===== src/rtl/uart_stream_pkg.sv =====
// Shared definitions for the UART memory streamer.
//   state_t     : FSM state encoding used by uart_mem_streamer
//   nbytes()    : number of bytes in a memory word
//   data_w_ok() : legal word width (non-zero multiple of 8)
//   rd_lat_ok() : legal BRAM read latency (1 or 2)
package uart_stream_pkg;

  typedef enum logic [2:0] {
    ST_IDLE   = 3'd0,
    ST_READ   = 3'd1,
    ST_RWAIT  = 3'd2,
    ST_SEND   = 3'd3,
    ST_TXHOLD = 3'd4,
    ST_TXWAIT = 3'd5,
    ST_DONE   = 3'd6
  } state_t;

  function automatic int nbytes(input int data_w);
    return data_w / 8;
  endfunction

  function automatic bit data_w_ok(input int data_w);
    return (data_w >= 8) && (data_w % 8 == 0);
  endfunction

  function automatic bit rd_lat_ok(input int rd_lat);
    return (rd_lat == 1) || (rd_lat == 2);
  endfunction

endpackage


===== src/rtl/word_byte_serializer.sv =====
// Holds one memory word and presents it a byte at a time, LSB first.
//   clk, rst  : system clock, synchronous active-high reset
//   load      : capture word, restart at byte 0
//   word      : DATA_W-bit word to serialise
//   step      : advance to the next byte
//   cur_byte  : byte currently presented
//   last      : cur_byte is the final byte of the word
module word_byte_serializer
  import uart_stream_pkg::*;
#(
  parameter int DATA_W = 8
) (
  input  logic              clk,
  input  logic              rst,
  input  logic              load,
  input  logic [DATA_W-1:0] word,
  input  logic              step,
  output logic [7:0]        cur_byte,
  output logic              last
);

  localparam int NB    = nbytes(DATA_W);
  localparam int IDX_W = (NB > 1) ? $clog2(NB) : 1;

  logic [DATA_W-1:0] shreg;
  logic [IDX_W-1:0]  idx;

  // NOTE: state registers use non-blocking assignments so every flop samples
  // the pre-edge values, independent of statement order.
  always_ff @(posedge clk) begin
    if (rst) begin
      shreg <= '0;
      idx   <= '0;
    end else if (load) begin
      shreg <= word;
      idx   <= '0;
    end else if (step) begin
      // Shifting keeps the outgoing byte at a fixed position, so no wide mux.
      shreg <= shreg >> 8;
      idx   <= idx + 1'b1;
    end
  end

  assign cur_byte = shreg[7:0];
  assign last     = (idx == IDX_W'(NB - 1));

endmodule


===== src/rtl/uart_mem_streamer.sv =====
// Streams a BRAM address range, byte by byte (LSB first), into a UART
// transmitter using a start/busy handshake.
//   clk, rst              : system clock, synchronous active-high reset
//   start, abort          : transfer request (IDLE only) / cancel (non-IDLE)
//   base_addr, last_addr  : inclusive range, latched on accepted start
//   mem_ren, mem_addr     : BRAM read port; mem_rdata valid RD_LAT cycles later
//   tx_data, tx_start     : byte and load pulse to the UART
//   tx_busy               : UART busy, rises the cycle after tx_start
//   busy, done, aborted   : status (busy level, one-cycle pulses)
module uart_mem_streamer
  import uart_stream_pkg::*;
#(
  parameter int ADDR_W = 16,
  parameter int DATA_W = 8,
  parameter int RD_LAT = 1
) (
  input  logic              clk,
  input  logic              rst,
  input  logic              start,
  input  logic              abort,
  input  logic [ADDR_W-1:0] base_addr,
  input  logic [ADDR_W-1:0] last_addr,
  output logic              mem_ren,
  output logic [ADDR_W-1:0] mem_addr,
  input  logic [DATA_W-1:0] mem_rdata,
  output logic [7:0]        tx_data,
  output logic              tx_start,
  input  logic              tx_busy,
  output logic              busy,
  output logic              done,
  output logic              aborted
);

  if (!data_w_ok(DATA_W)) begin : g_bad_data_w
    $error("uart_mem_streamer: DATA_W must be a non-zero multiple of 8");
  end
  if (!rd_lat_ok(RD_LAT)) begin : g_bad_rd_lat
    $error("uart_mem_streamer: RD_LAT must be 1 or 2");
  end

  state_t            state, next_state;
  logic [ADDR_W-1:0] last_q;
  logic [1:0]        lat_cnt;
  logic              lat_done;
  logic              accept, addr_inc, ser_load, ser_step, ser_last;

  // The word is sampled on the last RWAIT cycle, RD_LAT cycles after mem_ren.
  assign lat_done = (lat_cnt == 2'(RD_LAT - 1));

  word_byte_serializer #(.DATA_W(DATA_W)) u_ser (
    .clk      (clk),
    .rst      (rst),
    .load     (ser_load),
    .word     (mem_rdata),
    .step     (ser_step),
    .cur_byte (tx_data),
    .last     (ser_last)
  );

  always_ff @(posedge clk) begin
    if (rst) begin
      state    <= ST_IDLE;
      mem_addr <= '0;
      last_q   <= '0;
      lat_cnt  <= '0;
    end else begin
      state <= next_state;
      if (accept) begin
        mem_addr <= base_addr;
        last_q   <= last_addr;
      end else if (addr_inc) begin
        mem_addr <= mem_addr + 1'b1;  // wraps naturally modulo 2^ADDR_W
      end
      lat_cnt <= (state == ST_RWAIT) ? lat_cnt + 1'b1 : 2'd0;
    end
  end

  // NOTE: every signal written here gets a default first, so no path through
  // the case can leave one unassigned and infer a latch.
  always_comb begin
    next_state = state;
    mem_ren    = 1'b0;
    tx_start   = 1'b0;
    done       = 1'b0;
    aborted    = 1'b0;
    accept     = 1'b0;
    addr_inc   = 1'b0;
    ser_load   = 1'b0;
    ser_step   = 1'b0;

    // Abort outranks every action of the current state, including a
    // tx_start or done that would otherwise fire this cycle.
    if (state != ST_IDLE && abort) begin
      next_state = ST_IDLE;
      aborted    = 1'b1;
    end else begin
      case (state)
        ST_IDLE: begin
          if (start && !abort) begin
            accept     = 1'b1;
            next_state = ST_READ;
          end
        end
        ST_READ: begin
          mem_ren    = 1'b1;
          next_state = ST_RWAIT;
        end
        ST_RWAIT: begin
          if (lat_done) begin
            ser_load   = 1'b1;
            next_state = ST_SEND;
          end
        end
        ST_SEND: begin
          if (!tx_busy) begin
            tx_start   = 1'b1;
            next_state = ST_TXHOLD;
          end
        end
        // tx_busy is still low in the cycle right after tx_start; skip it.
        ST_TXHOLD: next_state = ST_TXWAIT;
        ST_TXWAIT: begin
          if (!tx_busy) begin
            if (!ser_last) begin
              ser_step   = 1'b1;
              next_state = ST_SEND;
            end else if (mem_addr == last_q) begin
              next_state = ST_DONE;
            end else begin
              addr_inc   = 1'b1;
              next_state = ST_READ;
            end
          end
        end
        ST_DONE: begin
          done       = 1'b1;
          next_state = ST_IDLE;
        end
        default: next_state = ST_IDLE;
      endcase
    end
  end

  assign busy = (state != ST_IDLE);

endmodule

===== config.mk =====
export PLATFORM = sky130hd
export DESIGN_NAME = uart_mem_streamer
export DESIGN_NICKNAME = d
export VERILOG_FILES = /design/src/rtl/uart_stream_pkg.sv /design/src/rtl/word_byte_serializer.sv /design/src/rtl/uart_mem_streamer.sv
export SDC_FILE = /design/constraint.sdc
export NUM_CORES = 1
export LEC_CHECK = 0
export BUFFER_PORTS_ARGS = -buffer_cell sky130_fd_sc_hd__clkbuf_2
export CAP_MARGIN = 0
export CORE_MARGIN = 4
export CORE_UTILIZATION = 44
export CTS_BUF_LIST = sky130_fd_sc_hd__clkbuf_16
export DETAILED_ROUTE_END_ITERATION = 10
export PLACE_DENSITY = 0.71
export SYNTH_ARGS = -nofsm -noshare
export SYNTH_HDL_FRONTEND = slang
export SYNTH_SLANG_ARGS = --single-unit

===== constraint.sdc =====
create_clock -name clk -period 5.9 [get_ports clk]
set_clock_uncertainty 0.2 [all_clocks]
set_input_delay 0.885 -clock clk [delete_from_list [all_inputs] [get_ports clk]]
set_output_delay 0.885 -clock clk [all_outputs]
set_load 0.1 [all_outputs]

==> results.md <==
* 2,004 — via count of the first global-routing pass
* 1.96 ns — endpoint arrival time on the critical path
* dfxtp_1 — cell type contributing the most total cell area after synthesis
* 0 — total overflow reported by the global router
* 0 — diodes inserted
* 0 — final number of setup-violating endpoints
* 5 — clock buffer count from CTS
* 292 — count of mapped cells out of synthesis
* 0.2877 — worst slew slack as a fraction of its limit
* dfxtp_1 (39%), nand2_1 (6.5%), xnor2_1 (5.9%) — most area-consuming cells after synthesis
* 2 — number of buffer and inverter instances along the worst setup path
* 4.256 mm — placed wire-length estimate after detailed placement
* 5.468 — vias per std cell
* 2 — number of H-tree branching levels
* 0 — max-capacitance violation count
* 13.69 um — Routed WL per cell
* 0.2928 — simple logic cell fraction of the synthesized area
* input port — Setup crit start kind
* 4 — Initial DRT Pass Iterations
* 425 — filler-free cell count of the finished design
* 0.3874 — Sw Ratio
* yes — TritonCTS clock tree
* dfxtp_1 — most used flip-flop cell after synthesis
* 47 — pin count of the biggest net entering global routing
* 46 — # clock sinks
* 0.29 ns — Worst-Skew Late Latency
* 3.043 ns — time the final worst path needs with I/O delays and setup
* 0.005172 mm2 — floorplan core area
* clkbuf_16 — clock tree root buffer cell
* 73 — I/O Buffers
* buffers and inverters — delay-heaviest family, CP
* 0.5158 — period utilization
* 0 — antenna violations before repair
* 0 — count of endpoints failing hold in the final timing report
* 564.2 uW — internal cell power
* 9.377 mm — global-route wire length before repair
* 0.05920 — Post-Synth XOR/XNOR Area
* 417 — count of placed standard cells including taps
* 4.82 ns — required time worst endpoint
* 2,324 — total vias in the final route
* clkbuf_2 — slowest cell on the critical path
* 0 — number of buffers added for setup after CTS
* 0 — Synth warnings
* output pin — kind of end point of the critical path
* 0.1415 mV — maximum vdd ir drop
* 0.1950 — post-synthesis compound-gate area fraction
* 0 — async set-reset flop share out of synthesis
* 0.008985 — multiplexer share of the synthesized area
* 2 — maximum clock insertion buffer count
* 5.819 mm — total length of routed wires
* no — setup repair after global routing missed its margin
* 185 — Iteration-0 DRC Markers
* 1.065 ns — Worst-Margin Slew
* 401 — post-layout net count
* simple AND/OR/NAND/NOR gates — main combinational cell family by area after synthesis
* 0 ns — TNS Setup
* 81.35 um — height of the chip
* 0.006618 mm2 — DIE AREA
* 8.107 um2 — mean instance size in the synthesized netlist
* 0 — cells resized by post-CTS repair
* 0.002367 mm2 — summed instance area of the synthesized netlist
* 328.6 MHz — Max Clock Freq
* 0.002749 mm2 — total placed instance area
* in -> out — CP Class
* 74 — I/O pin cnt
* 0.2479 — layout cells sized above 1
* clkbuf_2, nor2b_1, nor3b_1, clkbuf_2 — critical path, cell by cell
* 0.01057 — share of synthesized cell area in full adder, half adder and majority cells
* 339 — number of nets produced by synthesis
* 0 — number of enable flip-flop cells after synthesis
* 41 — Synth cell types
* 0 — remaining antenna violation count after routing
* 0.3890 — area share of the largest cell type after synthesis
* 0 — count of final max-slew check failures
* 0.7977 — Final GP Congestion
* reg -> reg — Hold/Removal Path Class
* 26 — number of placement rows
* 0.4577 — effective utilization at floorplan
* 0.49 ns — Largest stage delay, worst path
* 0.312 — Clk pwr share
* 0.002900 mm2 — area of all placed cells without fillers
* 46 — FF+latch count, synth
* 0.400 — Sequential Power Share
* clkbuf_2 — most common cell type on the critical path
* 317.6 mW/mm2 — ratio of total power to cell area
* 1.104 nW — standby leakage power
* 0.3890 — sequential cell area fraction in the yosys report
* 0.288 — combinational group share of total power
* finished, final reports clean — result of the run
* 0.1823 — Total GRT Usage
* 22.52% — area growth from synthesis to final layout
* 7 — maximum fanout count along the critical path
* 0 — hold-fix buffers at CTS
* 0.07 ns — CTS clk-pin slew, worst paths
* 0 — drc violations
* 356.8 uW — Sw Pwr
* 81.35 um — horizontal extent of the die
-- kinds of logic (layout without fill, tap and decap cells) --
logic type      after synthesis  after routing
xor+xnor                     16             16
buf+inv                      25             88
mux                           2              2
simple gates                132            132
fa+ha+maj                     2              2
compound gates               69             69
flops                        46             46
-- state kept, by name (all words and copies together) (netlist names) --
signal and flops:
u_ser.idx 1, state 3, last_q 16, lat_cnt 2, u_ser.cur_byte 8, mem_addr 16
-- worst register-to-register path, stage by stage (launching register included) --
cell and delay (ns):
dfxtp_1 0.42, nor2_1 0.24, nand3_1 0.77, buf_4 0.53
o21a_1 0.13, a211oi_1 0.20
-- layout by cell type, fill, tap and decap left out, types with 4 or more instances in the layout --
cell type and instances:
nor3b_1 4, nand4_1 8, a21oi_1 19, a311oi_1 12, and3_1 7, xnor2_1 16, dfxtp_1 46, nor2_1 29
inv_1 5, o31ai_1 8, nand3_1 6, or3_1 10, o21ai_0 10, or4_1 9, nor3_1 5, clkbuf_16 5
clkbuf_2 73, a22oi_1 8, nand2_1 41
-- per-stage QoR --
step                hold slack, ns  total power, mW  utilization  worst slack (ns)
floorplan                   0.2005           0.5883            -             1.535
global placement            0.2092           0.6392       0.5314             2.799
finish                      0.2203           0.9210       0.5607             2.857
detailed placement          0.2146           0.6421       0.5314             2.744
CTS                         0.2244           0.9299       0.5607             2.862
global route                0.2383           0.9650       0.5607             2.777
-- power by group through the flow --
stage	Sequential (mW)	Clock [mW]	Combinational, mW
2_1_floorplan	0.452	0	0.136
3_3_place_gp	0.374	0	0.265
3_5_place_dp	0.375	0	0.267
4_1_cts	0.368	0.294	0.268
5_1_grt	0.372	0.306	0.287
6_report	0.368	0.288	0.265
-- cell usage after synthesis, drive strengths merged, types with 6 or more instances --
library cell  instances
nand4                 8
dfxtp                46
a22oi                 8
o31ai                 8
a21oi                19
xnor2                16
nand2                43
or3                  10
clkbuf               12
buf                   8
and3                  7
a311oi               12
or4                   9
o21ai                10
nor2                 29
nand3                 6
-- layout make-up --
type | instances | area, um2
fillers | 486 | 2272
multi-input cells | 221 | 1341
flip-flops and latches | 46 | 920.9
repair buffers | 75 | 380.4
clock buffers | 5 | 125.1
well taps | 70 | 87.58
clock inverters | 3 | 26.28
inverters | 5 | 18.77
-- layer usage --
| layer | vias up | share of wire | global-route usage |
|---|---|---|---|
| met3 | 11 | 0.075 | 0.04989 |
| met1 | 1040 | 0.45 | 0.2385 |
| met4 | 0 | 0.013 | 0.06250 |
| li1 | 1184 | - | - |
| met2 | 89 | 0.46 | 0.2875 |
| met5 | - | 0 | 0 |
-- path summary, 6_finish.rpt --
check        startpoint     endpoint  slack [ns]  cells after the start
min          lat_cnt[0]   lat_cnt[0]        0.22                      1
min reg2reg  lat_cnt[0]   lat_cnt[0]        0.22                      1
max               abort         done        2.86                      4
max reg2reg    state[1]  mem_addr[1]        3.32                      5
Power figures use the tool's default switching activity.
